<file path="src/rtl/div_ctrl.sv">
// Iterative restoring divider for the EX stage: one quotient bit per cycle,
// signed/unsigned, divide-by-zero short cut, flush (annul) and stall handshake.
module div_ctrl #(
  parameter int WIDTH = 32
) (
  input  logic               clk,
  input  logic               rst,
  input  logic               signed_div_i,
  input  logic [WIDTH-1:0]   opdata1_i,
  input  logic [WIDTH-1:0]   opdata2_i,
  input  logic               start_i,
  input  logic               annul_i,
  output logic [2*WIDTH-1:0] result_o,
  output logic               ready_o,
  output logic               stallreq_o
);

  localparam int CNT_W = $clog2(WIDTH + 1);

  typedef enum logic [1:0] {
    ST_IDLE,
    ST_DIVZERO,
    ST_ON,
    ST_END
  } state_t;

  state_t             state;
  state_t             state_n;
  logic [CNT_W-1:0]   cnt;
  logic [WIDTH-1:0]   quo;
  logic [WIDTH-1:0]   rem;
  logic [WIDTH-1:0]   dvsr;
  logic               neg_quo;
  logic               neg_rem;
  logic [WIDTH:0]     partial;
  logic [WIDTH:0]     diff;
  logic [WIDTH-1:0]   quo_fix;
  logic [WIDTH-1:0]   rem_fix;
  logic [WIDTH-1:0]   op1_abs;
  logic [WIDTH-1:0]   op2_abs;

  // quo starts as the dividend magnitude and is shifted out MSB-first while
  // the quotient bits are shifted in at the bottom.
  assign partial = {rem, quo[WIDTH-1]};
  assign diff    = partial - {1'b0, dvsr};
  assign quo_fix = neg_quo ? -quo : quo;
  assign rem_fix = neg_rem ? -rem : rem;
  assign op1_abs = (signed_div_i && opdata1_i[WIDTH-1]) ? -opdata1_i : opdata1_i;
  assign op2_abs = (signed_div_i && opdata2_i[WIDTH-1]) ? -opdata2_i : opdata2_i;

  assign ready_o    = (state == ST_END);
  assign stallreq_o = rst & start_i & (state != ST_END) & ~annul_i;

  always_comb begin
    state_n = state;
    if (annul_i) begin
      state_n = ST_IDLE;
    end else begin
      case (state)
        ST_IDLE:    if (start_i) state_n = (opdata2_i == '0) ? ST_DIVZERO : ST_ON;
        ST_DIVZERO: state_n = ST_END;
        ST_ON:      if (cnt == CNT_W'(WIDTH)) state_n = ST_END;
        ST_END:     if (!start_i) state_n = ST_IDLE;
        default:    state_n = ST_IDLE;
      endcase
    end
  end

  always_ff @(posedge clk) begin
    if (!rst) begin
      state    <= ST_IDLE;
      cnt      <= '0;
      quo      <= '0;
      rem      <= '0;
      dvsr     <= '0;
      neg_quo  <= 1'b0;
      neg_rem  <= 1'b0;
      result_o <= '0;
    end else begin
      state <= state_n;
      if (state == ST_IDLE && state_n == ST_ON) begin
        quo     <= op1_abs;
        dvsr    <= op2_abs;
        rem     <= '0;
        cnt     <= '0;
        neg_quo <= signed_div_i & (opdata1_i[WIDTH-1] ^ opdata2_i[WIDTH-1]);
        neg_rem <= signed_div_i & opdata1_i[WIDTH-1];
      end else if (state == ST_ON && state_n == ST_ON) begin
        cnt <= cnt + CNT_W'(1);
        if (!diff[WIDTH]) begin
          rem <= diff[WIDTH-1:0];
          quo <= {quo[WIDTH-2:0], 1'b1};
        end else begin
          rem <= partial[WIDTH-1:0];
          quo <= {quo[WIDTH-2:0], 1'b0};
        end
      end
      // Result is loaded once on entry to END and otherwise forced to zero.
      if (state_n != ST_END) begin
        result_o <= '0;
      end else if (state != ST_END) begin
        result_o <= (state == ST_DIVZERO) ? '0 : {rem_fix, quo_fix};
      end
    end
  end

endmodule
</file>
<file path="config.mk">
export PLATFORM = sky130hd
export DESIGN_NAME = div_ctrl
export DESIGN_NICKNAME = d
export VERILOG_FILES = /design/src/rtl/div_ctrl.sv
export SDC_FILE = /design/constraint.sdc
export NUM_CORES = 1
export LEC_CHECK = 0
export ABC_AREA = 1
export CAP_MARGIN = 20
export CORE_MARGIN = 3
export CORE_UTILIZATION = 30
export CTS_CLUSTER_SIZE = 8
export DETAILED_ROUTE_END_ITERATION = 10
export GPL_TIMING_DRIVEN = 0
export PLACE_DENSITY = 0.51
export SKIP_LAST_GASP = 1
export SLEW_MARGIN = 10
export SYNTH_ARGS = -nofsm -noshare
export SYNTH_HDL_FRONTEND = slang
export SYNTH_SLANG_ARGS = --single-unit
export TNS_END_PERCENT = 5
</file>
<file path="constraint.sdc">
create_clock -name clk -period 2.46 [get_ports clk]
set_clock_uncertainty 0.05 [all_clocks]
set_input_delay 0.615 -clock clk [delete_from_list [all_inputs] [get_ports clk]]
set_output_delay 0.615 -clock clk [all_outputs]
set_load 0.01 [all_outputs]
</file>
**After elaboration in Yosys (flattened, before gate mapping)**

Index checks and enable logic that the tools add are counted.

- Word-level logic and storage cells: 53
- Bits in read-only memories: 0
- Memories kept: 0
- Bits in latches: 0
- Input bits: 69
- Memory bits (writable): 0
- Bits in registers: 170

- Shift-type cells: 0
- Divide/modulo/power cells: 0
- Muxes and demuxes: 15
- Add/subtract/negate cells: 6
- Bitwise gates (word level): 8
- Reduce and logical (&&, ||, !) cells: 9
- Multiply operators: 0
- Equality and inequality tests: 7
- $lt $le $gt $ge: 0

Operator list:

| cell | count |
|---|---|
| 32-bit 2-to-1 mux | 7 |
| 32-bit negator | 4 |
| 64-bit 2-to-1 mux | 1 |
| 33-bit by 32-bit subtractor with 33-bit output | 1 |
| 32-bit logical NOT | 1 |
| 2-bit 2-to-1 mux | 5 |
| 2-bit case mux with 4 select lines | 1 |
| 6-bit by 1-bit adder with 6-bit output, second input constant | 1 |
| 2-bit == test, second input constant | 3 |
| 6-bit == test, second input constant | 1 |
| 1-bit bitwise AND | 5 |
| 1-bit logical AND | 4 |
| 2-bit inequality test, second input constant | 2 |
| 2-bit OR reduction | 2 |
| 2-bit by 1-bit == test with 1-bit output, second input constant | 1 |
| 2-bit logical NOT | 1 |
| 1-bit NOT | 2 |
| 2-bit nonzero test | 1 |
| 1-bit 2-to-1 mux | 1 |
| 1-bit XOR | 1 |

**Logic depth before layout (Yosys ltp)**

Gate-level depths: netlist of run 1.

- Depth in word-level cells: 9
- Gate-level depth with buffers: 19
- Gate-level depth less buffers: 19

**Worst setup path after synthesis of run 1**

No wires, ideal clock.

- Path kind: input to register
- From: input opdata2_i[0]
- To: register result_o[38]
- Setup time: 0.062 ns
- Data arrival time: 2.285 ns
- Required time: 2.348 ns
- Setup slack: 0.064 ns
- Stages: 16
- Cell sequence: inv_1 ha_1 nand2_1 nor2_2 nand2_2 nor2_4 nand3_2 nand2_2 inv_2 nor2_2 nand2_2 nor2_8 inv_2 buf_6 buf_8 nor2_4

- Cells in the longest elaborated chain, start to end: 7

Ends and longest elaborated chain:

| what | RTL line | RTL |
|---|---|---|
| start: declaration | 10 | `input logic [WIDTH-1:0] opdata2_i,` |
| 32-bit logical NOT | 60 | `ST_IDLE: if (start_i) state_n = (opdata2_i == '0) ? ST_DIVZERO : ST_ON;` |
| 2-bit 2-to-1 mux (2 in a row) | 60 |  |
| 2-bit case mux with 4 select lines | 59 | `case (state)` |
| 2-bit 2-to-1 mux | 56 | `if (annul_i) begin` |
| 2-bit inequality test | 99 | `if (state_n != ST_END) begin` |
| 2-bit OR reduction (no line) | n/a |  |
| end signal: assignment | 102 | `result_o <= (state == ST_DIVZERO) ? '0 : {rem_fix, quo_fix};` |
| end: declaration | 13 | `output logic [2*WIDTH-1:0] result_o,` |

No other way between the ends.
A chain may end at the register's enable or synchronous reset.

**Worst setup path in the final report of run 1**

- From: register state[0]
- To: output ready_o

- Cells in the longest elaborated chain, start to end: 1

Ends and longest elaborated chain:

| what | RTL line | RTL |
|---|---|---|
| start: declaration | 27 | `state_t state;` |
| start signal: assignment | 80 | `state <= state_n;` |
| 2-bit == test | 51 | `assign ready_o = (state == ST_END);` |
| end: declaration | 14 | `output logic ready_o,` |

No other way between the ends.

==> results of run 1 <==
-- tightest hold or removal path, stage by stage, from the launching register on --
cell	delay, ps
sky130_fd_sc_hd__dfxtp_1	320
sky130_fd_sc_hd__nand2_1	60
sky130_fd_sc_hd__a21oi_1	50
-- layout make-up --
| cell class | instances | area, µm² |
|---|---|---|
| flip-flops and latches | 170 | 3440 |
| multi-input cells | 1663 | 8620 |
| well taps | 577 | 722 |
| clock buffers | 19 | 443 |
| inverters | 317 | 1210 |
| repair buffers | 170 | 1770 |
| plain buffers | 79 | 567 |
| fillers | 4710 | 25500 |
| clock inverters | 13 | 121 |
-- final timing paths --
path / start / to / slack [ps] / depth (start not counted)
setup / recovery: state[0] / ready_o / -9 / 6
hold / removal: result_o[12] / result_o[12] / 410 / 2
setup reg to reg: quo[31] / rem[4] / 50 / 18
hold reg to reg: result_o[12] / result_o[12] / 410 / 2
-- layer usage --
layer,vias up,track usage,share of wire
li1,7432,-,-
met1,6679,0.297,0.48
met2,388,0.347,0.45
met3,64,0.0282,0.048
met4,0,0.0492,0.022
met5,-,0,0
-- Yosys cell counts (all sizes together) (4+ instances only) --
| master | n | area [µm²] |
|---|---|---|
| a21oi | 153 | 769 |
| a31oi | 4 | 25.0 |
| a32oi | 11 | 96.3 |
| and2 | 10 | 62.6 |
| buf | 40 | 221 |
| clkbuf | 39 | 148 |
| dfxtp | 170 | 3400 |
| ha | 38 | 475 |
| inv | 314 | 1180 |
| nand2 | 659 | 2490 |
| nand3 | 152 | 766 |
| nand3b | 21 | 158 |
| nand4 | 17 | 106 |
| nor2 | 309 | 1280 |
| nor3 | 33 | 175 |
| nor4 | 4 | 25.0 |
| o211ai | 12 | 90.1 |
| o21ai | 140 | 701 |
| o21bai | 4 | 33.8 |
| or2 | 8 | 50.1 |
| xnor2 | 19 | 166 |
| xor2 | 54 | 473 |
-- registers in the layout (all words and copies together), names as in the netlist --
name	flops
rem	32
cnt	6
result_o	64
neg_rem	1
neg_quo	1
state	2
dvsr	32
quo	32
-- kinds of logic (layout without fill, tap and decap cells) --
group	after synthesis	count (layout)
buf+inv	396	598
simple gates	1217	1217
fa+ha+maj	39	39
flops	170	170
xor+xnor	73	73
compound gates	334	334
-- where the power goes --
| group | leakage [nW] | internal [mW] | switching (mW) |
|---|---|---|---|
| sequential | 1.40 | 2.84 | 0.0933 |
| clock | 0.280 | 1.37 | 1.28 |
| combinational | 6.31 | 0.913 | 1.60 |
-- timing repair --
item,4_1_cts,5_1_grt
endpoints found under the setup margin,170,169
pin swaps,12,36
gates resized for setup,92,188
setup buffers,16,14
gates cloned,1,5
-- through the flow --
step | hold slack (ps) | util | instance area, µm² | cells
2_1_floorplan | 378 | - | 13000 | 2229
3_3_place_gp | 403 | 0.356 | 15100 | 2940
3_5_place_dp | 406 | 0.356 | 15100 | 2940
4_1_cts | 418 | 0.379 | 16100 | 2989
5_1_grt | 422 | 0.398 | 16900 | 3008
6_report | 412 | 0.398 | 16900 | 3008
==> flow_results.xml, run 1 <==
<?xml version="1.0" encoding="UTF-8"?>
<metrics>
  <group name="hold_path">
    <metric name="hold_path_class" unit="">flop to flop</metric>
  </group>
  <group name="layout">
    <metric name="mostFrequentLayoutCell" unit="">sky130_fd_sc_hd__nand2_1</metric>
    <metric name="final_cell_mix" unit="">sky130_fd_sc_hd__nand2_1 (636), sky130_fd_sc_hd__inv_1 (289), sky130_fd_sc_hd__nor2_1 (267)</metric>
    <metric name="num_antenna_cells" unit="">0</metric>
    <metric name="layout-drive-gt1-share" unit="">0.118</metric>
    <metric name="layout_nets" unit="">2526</metric>
    <metric name="area.growth.synth_to_final" unit="%">29.6</metric>
  </group>
  <group name="timing">
    <metric name="timing.final.crit_period" unit="ps">2470</metric>
    <metric name="worst_slew_margin_rel" unit="">0.442</metric>
    <metric name="setup_total_negative_slack" unit="ps">-8.96</metric>
    <metric name="worstMarginPinSlew" unit="ps">837</metric>
    <metric name="grt_setup_unrepaired" unit="">yes</metric>
    <metric name="timing.final.ws_setup" unit="ps">-8.96</metric>
    <metric name="hold_violations" unit="">0</metric>
    <metric name="layout_worst_path_cycle_share" unit="">1.00</metric>
    <metric name="final-max-slew-violation-count" unit="">0</metric>
    <metric name="setup-violations-final" unit="">1</metric>
    <metric name="maxClockFrequency" unit="MHz">405</metric>
  </group>
  <group name="global_route">
    <metric name="antenna_found_initial" unit="">0</metric>
    <metric name="gr-total-overflow" unit="">0</metric>
    <metric name="gr_util_all_layers" unit="">0.212</metric>
    <metric name="grt_first_pass_wirelength" unit="µm">77300</metric>
    <metric name="grt_start_max_net_pins" unit="">18</metric>
    <metric name="first_global_vias" unit="">13635</metric>
  </group>
  <group name="floorplan">
    <metric name="die-height" unit="µm">214</metric>
    <metric name="initial_utilization" unit="">0.307</metric>
    <metric name="num_rows" unit="">75</metric>
    <metric name="die_area" unit="µm²">46000</metric>
    <metric name="die-width" unit="µm">214</metric>
    <metric name="core_area" unit="µm²">42400</metric>
    <metric name="num_io_pins" unit="">135</metric>
  </group>
  <group name="logic_synthesis">
    <metric name="number_of_flops_mapped_to_enable_cells_by_yosys" unit="">0</metric>
    <metric name="dominant_combinational_cell_family_by_area_after_synthesis" unit="">simple AND/OR/NAND/NOR gates</metric>
    <metric name="post_synth_and_or_nand_nor_area_fraction" unit="">0.395</metric>
    <metric name="ys_async_sr_fraction" unit="">0</metric>
    <metric name="post_synthesis_adder_cell_area_fraction" unit="">0.0380</metric>
    <metric name="syn_area" unit="µm²">13000</metric>
    <metric name="avgSynthCellArea" unit="µm²">5.85</metric>
    <metric name="postSynthCellCount" unit="">2229</metric>
    <metric name="postSynthRegisterBits" unit="">170</metric>
    <metric name="ys_seq_area_frac" unit="">0.261</metric>
    <metric name="synth_flop_cell" unit="">sky130_fd_sc_hd__dfxtp_1</metric>
    <metric name="netlist-cell-type-count" unit="">49</metric>
    <metric name="synth.area.mux_share" unit="">0</metric>
    <metric name="postSynthNetCount" unit="">2337</metric>
    <metric name="synth-compound-area-share" unit="">0.138</metric>
    <metric name="synth-warning-count" unit="">0</metric>
    <metric name="synth_xor_area_frac" unit="">0.0491</metric>
  </group>
  <group name="run_status">
    <metric name="outcome" unit="">complete, but fails checks</metric>
    <metric name="failed_checks" unit="">negative setup slack</metric>
  </group>
  <group name="clock_network">
    <metric name="cts_tree" unit="">yes</metric>
    <metric name="path_clk_slew" unit="ps">80</metric>
    <metric name="clk_latency" unit="ps">450</metric>
    <metric name="cts.sink_count" unit="">170</metric>
    <metric name="cts-hold-fix-buffers" unit="">0</metric>
    <metric name="clock_path_buffers" unit="">2</metric>
    <metric name="htree_levels" unit="">4</metric>
    <metric name="clockRootBuffer" unit="">sky130_fd_sc_hd__clkbuf_16</metric>
    <metric name="cts_inserted_buffers" unit="">17</metric>
  </group>
  <group name="routing">
    <metric name="via_per_inst" unit="">4.84</metric>
    <metric name="antenna_left" unit="">0</metric>
    <metric name="route.vias.total" unit="">14563</metric>
    <metric name="post_drt_wl_per_cell" unit="µm">16.8</metric>
    <metric name="drt_drc_violations_left" unit="">0</metric>
    <metric name="drt_first_pass_iters" unit="">6</metric>
    <metric name="drt_wl_total" unit="µm">50600</metric>
    <metric name="drt_first_iter_violations" unit="">1156</metric>
  </group>
  <group name="setup_path">
    <metric name="worst_ep_required_time" unit="ps">1790</metric>
    <metric name="critical_path_peak_fanout" unit="">10</metric>
    <metric name="nature_of_the_critical_path_startpoint" unit="">flop</metric>
    <metric name="crit_arrival" unit="ps">1800</metric>
    <metric name="path_delay_family" unit="">buffers and inverters</metric>
    <metric name="worst-path-buf-inv" unit="">5</metric>
    <metric name="cp_slowest_stage_delay" unit="ps">330</metric>
    <metric name="path_class" unit="">flop to primary output</metric>
    <metric name="crit_path_cell_trace" unit="">buf_6 &gt; nand2_1 &gt; inv_2 &gt; clkbuf_8 &gt; clkbuf_16 &gt; clkdlybuf4s15_1</metric>
    <metric name="critical-path-slowest-cell" unit="">sky130_fd_sc_hd__dfxtp_1</metric>
    <metric name="timing.critical_path.to_type" unit="">primary output</metric>
  </group>
  <group name="power_and_ir_drop">
    <metric name="ir_drop" unit="mV">0.436</metric>
    <metric name="post-layout-total-power" unit="mW">8.10</metric>
    <metric name="power_leakage" unit="nW">7.98</metric>
    <metric name="pwr_density_cell" unit="nW/µm²">479</metric>
  </group>
  <group name="place">
    <metric name="post-dp-hpwl" unit="µm">41000</metric>
    <metric name="port_buffers" unit="">134</metric>
    <metric name="post-place-ws" unit="ps">-1130</metric>
    <metric name="place_congestion" unit="">0.936</metric>
  </group>
  <group name="flow_run">
    <metric name="maxCapViolations" unit="">0</metric>
  </group>
</metrics>
Power figures use the tool's default switching activity.
==> run 2, diff against run 1 <==
- CELL_PAD_IN_SITES_DETAIL_PLACEMENT: unset -> 1
- CELL_PAD_IN_SITES_GLOBAL_PLACEMENT: unset -> 1
- PLACE_DENSITY: 0.51 -> 0.68
==> run 2 against run 1 <==
Against the previous run: the run still ends with negative setup slack left; sequential cell count stayed put; largest power group is now the clock network; sequential share of layout area down 0.24 points; utilization is 0.58 points higher; critical path type is now primary input to primary output.
==> flow_results.xml, run 2 (synthesized netlist as in run 1, its figures left out) <==
<?xml version="1.0" encoding="UTF-8"?>
<metrics>
  <group name="routing">
    <metric name="drt_wl_total" unit="µm">56600</metric>
    <metric name="antenna_left" unit="">0</metric>
    <metric name="drt_first_pass_iters" unit="">5</metric>
    <metric name="via_per_inst" unit="">4.99</metric>
    <metric name="drt_drc_violations_left" unit="">0</metric>
    <metric name="drt_first_iter_violations" unit="">810</metric>
    <metric name="post_drt_wl_per_cell" unit="µm">18.7</metric>
    <metric name="route.vias.total" unit="">15061</metric>
  </group>
  <group name="power_and_ir_drop">
    <metric name="power_leakage" unit="nW">8.04</metric>
    <metric name="clockPowerShare" unit="">0.349</metric>
    <metric name="pwr-share-seq" unit="">0.346</metric>
    <metric name="ir_drop" unit="mV">0.493</metric>
    <metric name="power.combinational.fraction" unit="">0.306</metric>
    <metric name="p_sw" unit="mW">3.06</metric>
    <metric name="switching_share" unit="">0.359</metric>
    <metric name="pwr_density_cell" unit="nW/µm²">497</metric>
    <metric name="internal_power" unit="mW">5.46</metric>
  </group>
  <group name="place">
    <metric name="place_congestion" unit="">0.908</metric>
    <metric name="post-dp-hpwl" unit="µm">45100</metric>
    <metric name="port_buffers" unit="">134</metric>
    <metric name="cell_total_after_placement" unit="">2940</metric>
    <metric name="post-place-ws" unit="ps">-1220</metric>
    <metric name="placement.cell_area" unit="µm²">15100</metric>
  </group>
  <group name="layout">
    <metric name="register_containing_the_most_flip_flops_in_the_final_layout" unit="">result_o</metric>
    <metric name="instances_no_fill" unit="">3021</metric>
    <metric name="layout_nets" unit="">2541</metric>
    <metric name="area.growth.synth_to_final" unit="%">31.5</metric>
    <metric name="mostFrequentLayoutCell" unit="">sky130_fd_sc_hd__nand2_1</metric>
    <metric name="final_cell_mix" unit="">sky130_fd_sc_hd__nand2_1 (626), sky130_fd_sc_hd__inv_1 (286), sky130_fd_sc_hd__nor2_1 (265)</metric>
    <metric name="num_antenna_cells" unit="">0</metric>
    <metric name="largest_register_ffs" unit="">64</metric>
    <metric name="layout-drive-gt1-share" unit="">0.135</metric>
    <metric name="final_cell_area" unit="µm²">17100</metric>
  </group>
  <group name="floorplan">
    <metric name="num_io_pins" unit="">135</metric>
    <metric name="die-height" unit="µm">214</metric>
    <metric name="die_area" unit="µm²">46000</metric>
    <metric name="die-width" unit="µm">214</metric>
    <metric name="core_area" unit="µm²">42400</metric>
    <metric name="num_rows" unit="">75</metric>
    <metric name="initial_utilization" unit="">0.307</metric>
  </group>
  <group name="timing">
    <metric name="worstMarginPinSlew" unit="ps">902</metric>
    <metric name="layout_worst_path_cycle_share" unit="">1.03</metric>
    <metric name="hold_violations" unit="">0</metric>
    <metric name="maxClockFrequency" unit="MHz">396</metric>
    <metric name="timing.final.crit_period" unit="ps">2530</metric>
    <metric name="setup_total_negative_slack" unit="ps">-66.3</metric>
    <metric name="whs" unit="ps">410</metric>
    <metric name="worst_slew_margin_rel" unit="">0.399</metric>
    <metric name="timing.final.ws_setup" unit="ps">-66.3</metric>
    <metric name="grt_setup_unrepaired" unit="">yes</metric>
    <metric name="final-max-slew-violation-count" unit="">0</metric>
    <metric name="setup-violations-final" unit="">1</metric>
  </group>
  <group name="setup_path">
    <metric name="worst-path-buf-inv" unit="">3</metric>
    <metric name="crit_path_cell_trace" unit="">clkdlybuf4s50_1 &gt; inv_1 &gt; nor4_4 &gt; buf_2</metric>
    <metric name="critical-path-slowest-cell" unit="">sky130_fd_sc_hd__clkdlybuf4s50_1</metric>
    <metric name="nature_of_the_critical_path_startpoint" unit="">primary input</metric>
    <metric name="critPathLaunch" unit="">start_i</metric>
    <metric name="regToRegEndpoint" unit="">rem[14]</metric>
    <metric name="path_class" unit="">primary input to primary output</metric>
    <metric name="cp_slowest_stage_delay" unit="ps">550</metric>
    <metric name="endpoint" unit="">stallreq_o</metric>
    <metric name="crit_arrival" unit="ps">1860</metric>
    <metric name="reg2reg_slack" unit="ps">40</metric>
    <metric name="r2r.worst_path.cells" unit="">15</metric>
    <metric name="timing.critical_path.to_type" unit="">primary output</metric>
    <metric name="critical_path_peak_fanout" unit="">3</metric>
    <metric name="cp_num_cells" unit="">4</metric>
    <metric name="worst_ep_required_time" unit="ps">1790</metric>
    <metric name="timing.rr.start" unit="">dvsr[30]</metric>
    <metric name="path_delay_family" unit="">buffers and inverters</metric>
  </group>
  <group name="run_status">
    <metric name="failed_checks" unit="">negative setup slack</metric>
    <metric name="outcome" unit="">complete, but fails checks</metric>
  </group>
  <group name="clock_network">
    <metric name="cts.sink_count" unit="">170</metric>
    <metric name="cts_inserted_buffers" unit="">17</metric>
    <metric name="clock_path_buffers" unit="">2</metric>
    <metric name="cts_tree" unit="">yes</metric>
    <metric name="cts-hold-fix-buffers" unit="">0</metric>
    <metric name="htree_levels" unit="">4</metric>
    <metric name="path_clk_slew" unit="ps">70</metric>
    <metric name="clockRootBuffer" unit="">sky130_fd_sc_hd__clkbuf_16</metric>
    <metric name="clk_latency" unit="ps">450</metric>
  </group>
  <group name="global_route">
    <metric name="antenna_found_initial" unit="">0</metric>
    <metric name="gr-total-overflow" unit="">0</metric>
    <metric name="first_global_vias" unit="">15185</metric>
    <metric name="gr_util_all_layers" unit="">0.237</metric>
    <metric name="grt_start_max_net_pins" unit="">17</metric>
    <metric name="grt_first_pass_wirelength" unit="µm">86200</metric>
  </group>
  <group name="hold_path">
    <metric name="hold_path_class" unit="">flop to flop</metric>
    <metric name="hold_depth" unit="">2</metric>
  </group>
  <group name="flow_run">
    <metric name="maxCapViolations" unit="">0</metric>
  </group>
</metrics>
## run 2: cell count changes in the layout (fill, tap and decap cells not counted), moves of 5 or more
cell | before | now
sky130_fd_sc_hd__a21oi_1 | 147 | 142
sky130_fd_sc_hd__buf_4 | 38 | 56
sky130_fd_sc_hd__clkbuf_2 | 6 | 11
sky130_fd_sc_hd__clkdlybuf4s50_1 | 106 | 99
sky130_fd_sc_hd__dlygate4sd2_1 | 1 | 11
sky130_fd_sc_hd__ha_1 | 18 | 13
sky130_fd_sc_hd__nand2_1 | 636 | 626
sky130_fd_sc_hd__nand2_2 | 11 | 22
## run 2: repair_timing
action / 4_1_cts / 5_1_grt
setup endpoints to repair: 170 / 166
cloned: 1 / 5
pin swaps: 25 / 41
buffers inserted: 35 / 10
resized for setup: 141 / 184
## run 2: per-stage QoR
stage	total power, mW	utilization
6_report	8.52	0.404
5_1_grt	8.96	0.404
4_1_cts	8.34	0.387
3_5_place_dp	5.27	0.356
3_3_place_gp	5.22	0.356
2_1_floorplan	4.46	-
## run 2: cell type report
cell class	instances	area, µm²
Sequential cell	170	3450
Buffer	79	574
Tap cell	577	722
Clock inverter	13	190
Clock buffer	17	425
Fill cell	5611	25300
Inverter	317	1210
Timing Repair Buffer	184	1830
Multi-Input combinational cell	1664	8740
## run 2: how the worst min path moves through the flow
stage | endpoint | slack (ps) | startpoint
floorplan | dvsr[12] | 380 | dvsr[12]
global placement | dvsr[12] | 400 | dvsr[12]
detailed placement | dvsr[12] | 400 | dvsr[12]
CTS | result_o[44] | 420 | result_o[44]
global route | result_o[2] | 430 | result_o[2]
finish | result_o[44] | 410 | result_o[44]
## run 2: per-layer routing
metal  GRT usage  vias to the layer above  wire length, µm
met5           0                        -                0
met4      0.0552                        0             1060
met3      0.0337                       49             2400
met2       0.393                      287            26100
met1       0.325                     7286            27000
li1            -                     7439                -
## run 2: worst reg2reg max path: stages (launching register included)
cell and delay, ps:
sky130_fd_sc_hd__dfxtp_1 340, sky130_fd_sc_hd__inv_1 140, sky130_fd_sc_hd__ha_1 400, sky130_fd_sc_hd__nand2_2 150, sky130_fd_sc_hd__a21oi_1 60, sky130_fd_sc_hd__nor2_1 80
sky130_fd_sc_hd__nand2_1 110, sky130_fd_sc_hd__a21oi_4 200, sky130_fd_sc_hd__nand2_4 100, sky130_fd_sc_hd__nand2_8 100, sky130_fd_sc_hd__nand2_8 100, sky130_fd_sc_hd__inv_6 90
sky130_fd_sc_hd__buf_8 140, sky130_fd_sc_hd__nor2_1 50, sky130_fd_sc_hd__nor2_1 120, sky130_fd_sc_hd__nor2_1 60
## run 2: power by group through the flow
stage / combinational (mW) / clock (mW) / sequential (mW)
after floorplan: 1.50 / 0 / 2.96
after global placement: 2.22 / 0 / 3.00
after detailed placement: 2.27 / 0 / 3.00
after CTS: 2.40 / 3.01 / 2.94
after global routing: 2.89 / 3.12 / 2.95
final: 2.60 / 2.97 / 2.94
==> run 3, diff against run 2 <==
- ABC_AREA: 1 -> unset
- CORE_UTILIZATION: 30 -> 38
- PLACE_DENSITY: 0.68 -> 0.8
==> run 3 against run 2 <==
Against the previous run: the run still ends with negative setup slack left; critical path depth is 9 higher; final area is 16% lower; sequential share of layout area is 3.5 points higher; clock-buffer cell count is 1 higher; sequential cell count stayed put; synthesized cell count is 36% lower; critical path type is now primary input to flop.
==> flow_results.xml, run 3 <==
<?xml version="1.0" encoding="UTF-8"?>
<metrics>
  <group name="floorplan">
    <metric name="num_rows" unit="">61</metric>
    <metric name="die-width" unit="µm">177</metric>
    <metric name="core_area" unit="µm²">28200</metric>
    <metric name="num_io_pins" unit="">135</metric>
    <metric name="initial_utilization" unit="">0.392</metric>
    <metric name="die-height" unit="µm">177</metric>
    <metric name="die_area" unit="µm²">31200</metric>
  </group>
  <group name="logic_synthesis">
    <metric name="ys_async_sr_fraction" unit="">0</metric>
    <metric name="avgSynthCellArea" unit="µm²">7.73</metric>
    <metric name="postSynthRegisterBits" unit="">170</metric>
    <metric name="yosysMostFrequentCell" unit="">sky130_fd_sc_hd__dfxtp_1</metric>
    <metric name="netlist-cell-type-count" unit="">76</metric>
    <metric name="postSynthCellCount" unit="">1430</metric>
    <metric name="number_of_flops_mapped_to_enable_cells_by_yosys" unit="">0</metric>
    <metric name="synthTopCellsByCount" unit="">sky130_fd_sc_hd__dfxtp_1 (170), sky130_fd_sc_hd__nor2_1 (169), sky130_fd_sc_hd__nand2_1 (158), sky130_fd_sc_hd__o21ai_0 (89), sky130_fd_sc_hd__a21oi_1 (80)</metric>
    <metric name="share_of_yosys_cell_area_claimed_by_the_top_area_cell_type" unit="">0.308</metric>
    <metric name="postSynthNetCount" unit="">1538</metric>
    <metric name="synth_flop_cell" unit="">sky130_fd_sc_hd__dfxtp_1</metric>
    <metric name="synth-warning-count" unit="">0</metric>
    <metric name="most_area_consuming_cells_after_synthesis" unit="">sky130_fd_sc_hd__dfxtp_1 (31%), sky130_fd_sc_hd__xnor2_1 (5.9%), sky130_fd_sc_hd__nor2_1 (5.7%)</metric>
    <metric name="ys_seq_area_frac" unit="">0.308</metric>
    <metric name="leading_area_contributor_after_synthesis" unit="">sky130_fd_sc_hd__dfxtp_1</metric>
    <metric name="syn_area" unit="µm²">11100</metric>
  </group>
  <group name="global_route">
    <metric name="grt_first_pass_wirelength" unit="µm">63800</metric>
    <metric name="grt_start_max_net_pins" unit="">17</metric>
    <metric name="antenna_found_initial" unit="">0</metric>
    <metric name="gr_util_all_layers" unit="">0.255</metric>
    <metric name="gr-total-overflow" unit="">0</metric>
    <metric name="first_global_vias" unit="">11563</metric>
  </group>
  <group name="layout">
    <metric name="instances_no_fill" unit="">2012</metric>
    <metric name="area.growth.synth_to_final" unit="%">30.7</metric>
    <metric name="layout-drive-gt1-share" unit="">0.121</metric>
    <metric name="ff_latch_area" unit="µm²">3420</metric>
    <metric name="register_containing_the_most_flip_flops_in_the_final_layout" unit="">result_o</metric>
    <metric name="multi_input_area" unit="µm²">7420</metric>
    <metric name="num-fill-cells" unit="">3451</metric>
    <metric name="largest_register_ffs" unit="">64</metric>
    <metric name="final_cell_mix" unit="">sky130_fd_sc_hd__dfxtp_1 (159), sky130_fd_sc_hd__nand2_1 (155), sky130_fd_sc_hd__nor2_1 (152)</metric>
    <metric name="mostFrequentLayoutCell" unit="">sky130_fd_sc_hd__dfxtp_1</metric>
    <metric name="num_antenna_cells" unit="">0</metric>
    <metric name="layout_nets" unit="">1729</metric>
  </group>
  <group name="clock_network">
    <metric name="cts.sink_count" unit="">170</metric>
    <metric name="htree_levels" unit="">4</metric>
    <metric name="cts-hold-fix-buffers" unit="">0</metric>
    <metric name="cts_tree" unit="">yes</metric>
    <metric name="clock_path_buffers" unit="">2</metric>
    <metric name="clk_latency" unit="ps">440</metric>
    <metric name="path_clk_slew" unit="ps">70</metric>
    <metric name="clockRootBuffer" unit="">sky130_fd_sc_hd__clkbuf_16</metric>
    <metric name="cts_inserted_buffers" unit="">17</metric>
  </group>
  <group name="timing">
    <metric name="layout_worst_path_cycle_share" unit="">1.33</metric>
    <metric name="hold_violations" unit="">0</metric>
    <metric name="timing.final.crit_period" unit="ps">3270</metric>
    <metric name="setup-violations-final" unit="">172</metric>
    <metric name="grt_setup_unrepaired" unit="">yes</metric>
    <metric name="maxClockFrequency" unit="MHz">306</metric>
    <metric name="timing.final.ws_setup" unit="ps">-809</metric>
    <metric name="worst_slew_margin_rel" unit="">0.240</metric>
    <metric name="setup_total_negative_slack" unit="ps">-113840</metric>
    <metric name="final-max-slew-violation-count" unit="">0</metric>
    <metric name="worstMarginPinSlew" unit="ps">1140</metric>
  </group>
  <group name="routing">
    <metric name="drt_first_iter_violations" unit="">728</metric>
    <metric name="drt_wl_total" unit="µm">41600</metric>
    <metric name="route.vias.total" unit="">11551</metric>
    <metric name="post_drt_wl_per_cell" unit="µm">20.7</metric>
    <metric name="drt_first_pass_iters" unit="">5</metric>
    <metric name="drt_drc_violations_left" unit="">0</metric>
    <metric name="antenna_left" unit="">0</metric>
    <metric name="via_per_inst" unit="">5.74</metric>
  </group>
  <group name="setup_path">
    <metric name="timing.critical_path.to_type" unit="">flop</metric>
    <metric name="crit_arrival" unit="ps">3590</metric>
    <metric name="crit_path_cell_trace" unit="">buf_8 &gt; or3_4 &gt; or4_4 &gt; or4_4 &gt; nor3_4 &gt; nand2_1 &gt; nor2_1 &gt; o21ba_2 &gt; o21ai_4 &gt; or3_4 &gt; buf_12 &gt; buf_6 &gt; nor2_2</metric>
    <metric name="critical-path-slowest-cell" unit="">sky130_fd_sc_hd__or4_4</metric>
    <metric name="reg2reg_slack" unit="ps">-770</metric>
    <metric name="path_class" unit="">primary input to flop</metric>
    <metric name="worst-path-buf-inv" unit="">3</metric>
    <metric name="path_delay_family" unit="">simple AND/OR/NAND/NOR gates</metric>
    <metric name="critical_path_peak_fanout" unit="">5</metric>
    <metric name="cp_slowest_stage_delay" unit="ps">490</metric>
    <metric name="nature_of_the_critical_path_startpoint" unit="">primary input</metric>
    <metric name="worst_ep_required_time" unit="ps">2780</metric>
  </group>
  <group name="power_and_ir_drop">
    <metric name="power_leakage" unit="nW">5.72</metric>
    <metric name="pwr_density_cell" unit="nW/µm²">500</metric>
    <metric name="ir_drop" unit="mV">0.502</metric>
  </group>
  <group name="place">
    <metric name="port_buffers" unit="">133</metric>
    <metric name="post-dp-hpwl" unit="µm">30100</metric>
    <metric name="cell_total_after_placement" unit="">1941</metric>
    <metric name="place_congestion" unit="">0.936</metric>
  </group>
  <group name="flow_run">
    <metric name="maxCapViolations" unit="">0</metric>
  </group>
  <group name="run_status">
    <metric name="outcome" unit="">complete, but fails checks</metric>
    <metric name="failed_checks" unit="">negative setup slack</metric>
  </group>
  <group name="hold_path">
    <metric name="hold_path_class" unit="">flop to flop</metric>
  </group>
</metrics>
==> run 3: changes by cell type after synthesis, sizes merged, moves of 35 or more <==
cell,change
a21oi,-72
nor2,-140
a31oi,+35
nand3,-122
o21ai,-49
inv,-245
xnor2,+56
nand2,-501
==> run 3: what timing repair did <==
item,CTS,global route
resized for setup,146,43
endpoints found under the setup margin,172,172
cloned,10,4
buffers inserted,20,12
pin swaps,34,14
==> run 3: metrics by stage <==
| step | hold WS, ps | setup WS [ps] | utilization | power, mW | cell area [µm²] |
|---|---|---|---|---|---|
| finish | 428 | -809 | 0.512 | 7.23 | 14500 |
| global placement | 400 | -1910 | 0.457 | 4.29 | 12900 |
| CTS | 427 | -787 | 0.502 | 7.11 | 14200 |
| global route | 449 | -877 | 0.512 | 7.52 | 14500 |
| floorplan | 384 | -909 | - | 3.85 | 11100 |
| detailed placement | 416 | -2030 | 0.457 | 4.34 | 12900 |
==> run 3: final timing paths <==
kind | startpoint | end | cells past startpoint
max reg2reg | quo[31] | rem[17] | 14
min reg2reg | dvsr[17] | dvsr[17] | 2
min | dvsr[17] | dvsr[17] | 2
max | opdata2_i[10] | result_o[10] | 13
==> run 3: area by class of cell <==
class / instances / area share
plain buffers: 80 / 0.0340
clock buffers: 18 / 0.0297
clock inverters: 14 / 0.00969
inverters: 70 / 0.0183
multi-input cells: 1106 / 0.513
flip-flops and latches: 170 / 0.237
well taps: 378 / 0.0327
repair buffers: 176 / 0.126
==> run 3: kinds of logic after synthesis <==
group,count (synthesis),share of synthesized area
simple gates,485,0.201
compound gates,407,0.247
flops,170,0.308
buf+inv,156,0.0587
xor+xnor,148,0.118
fa+ha+maj,39,0.0448
mux,25,0.0226
==> run 3: tightest hold or removal path: stages, from the launching register on <==
cell and delay [ps]:
sky130_fd_sc_hd__dfxtp_1 320, sky130_fd_sc_hd__nand2_1 50, sky130_fd_sc_hd__a21boi_0 60
==> run 3: metal layers <==
layer	global-route usage	part of all wire	vias to the layer above
met5	0	0	-
met4	0.0697	0.018	0
met3	0.0389	0.058	48
met2	0.406	0.44	334
met1	0.361	0.48	5691
li1	-	-	5478
==> run 3: power breakdown <==
part           leakage (nW)  switching [mW]  internal, mW
Sequential             1.38          0.0966          2.83
Clock                 0.279            1.28          1.42
Combinational          4.05           0.913         0.692
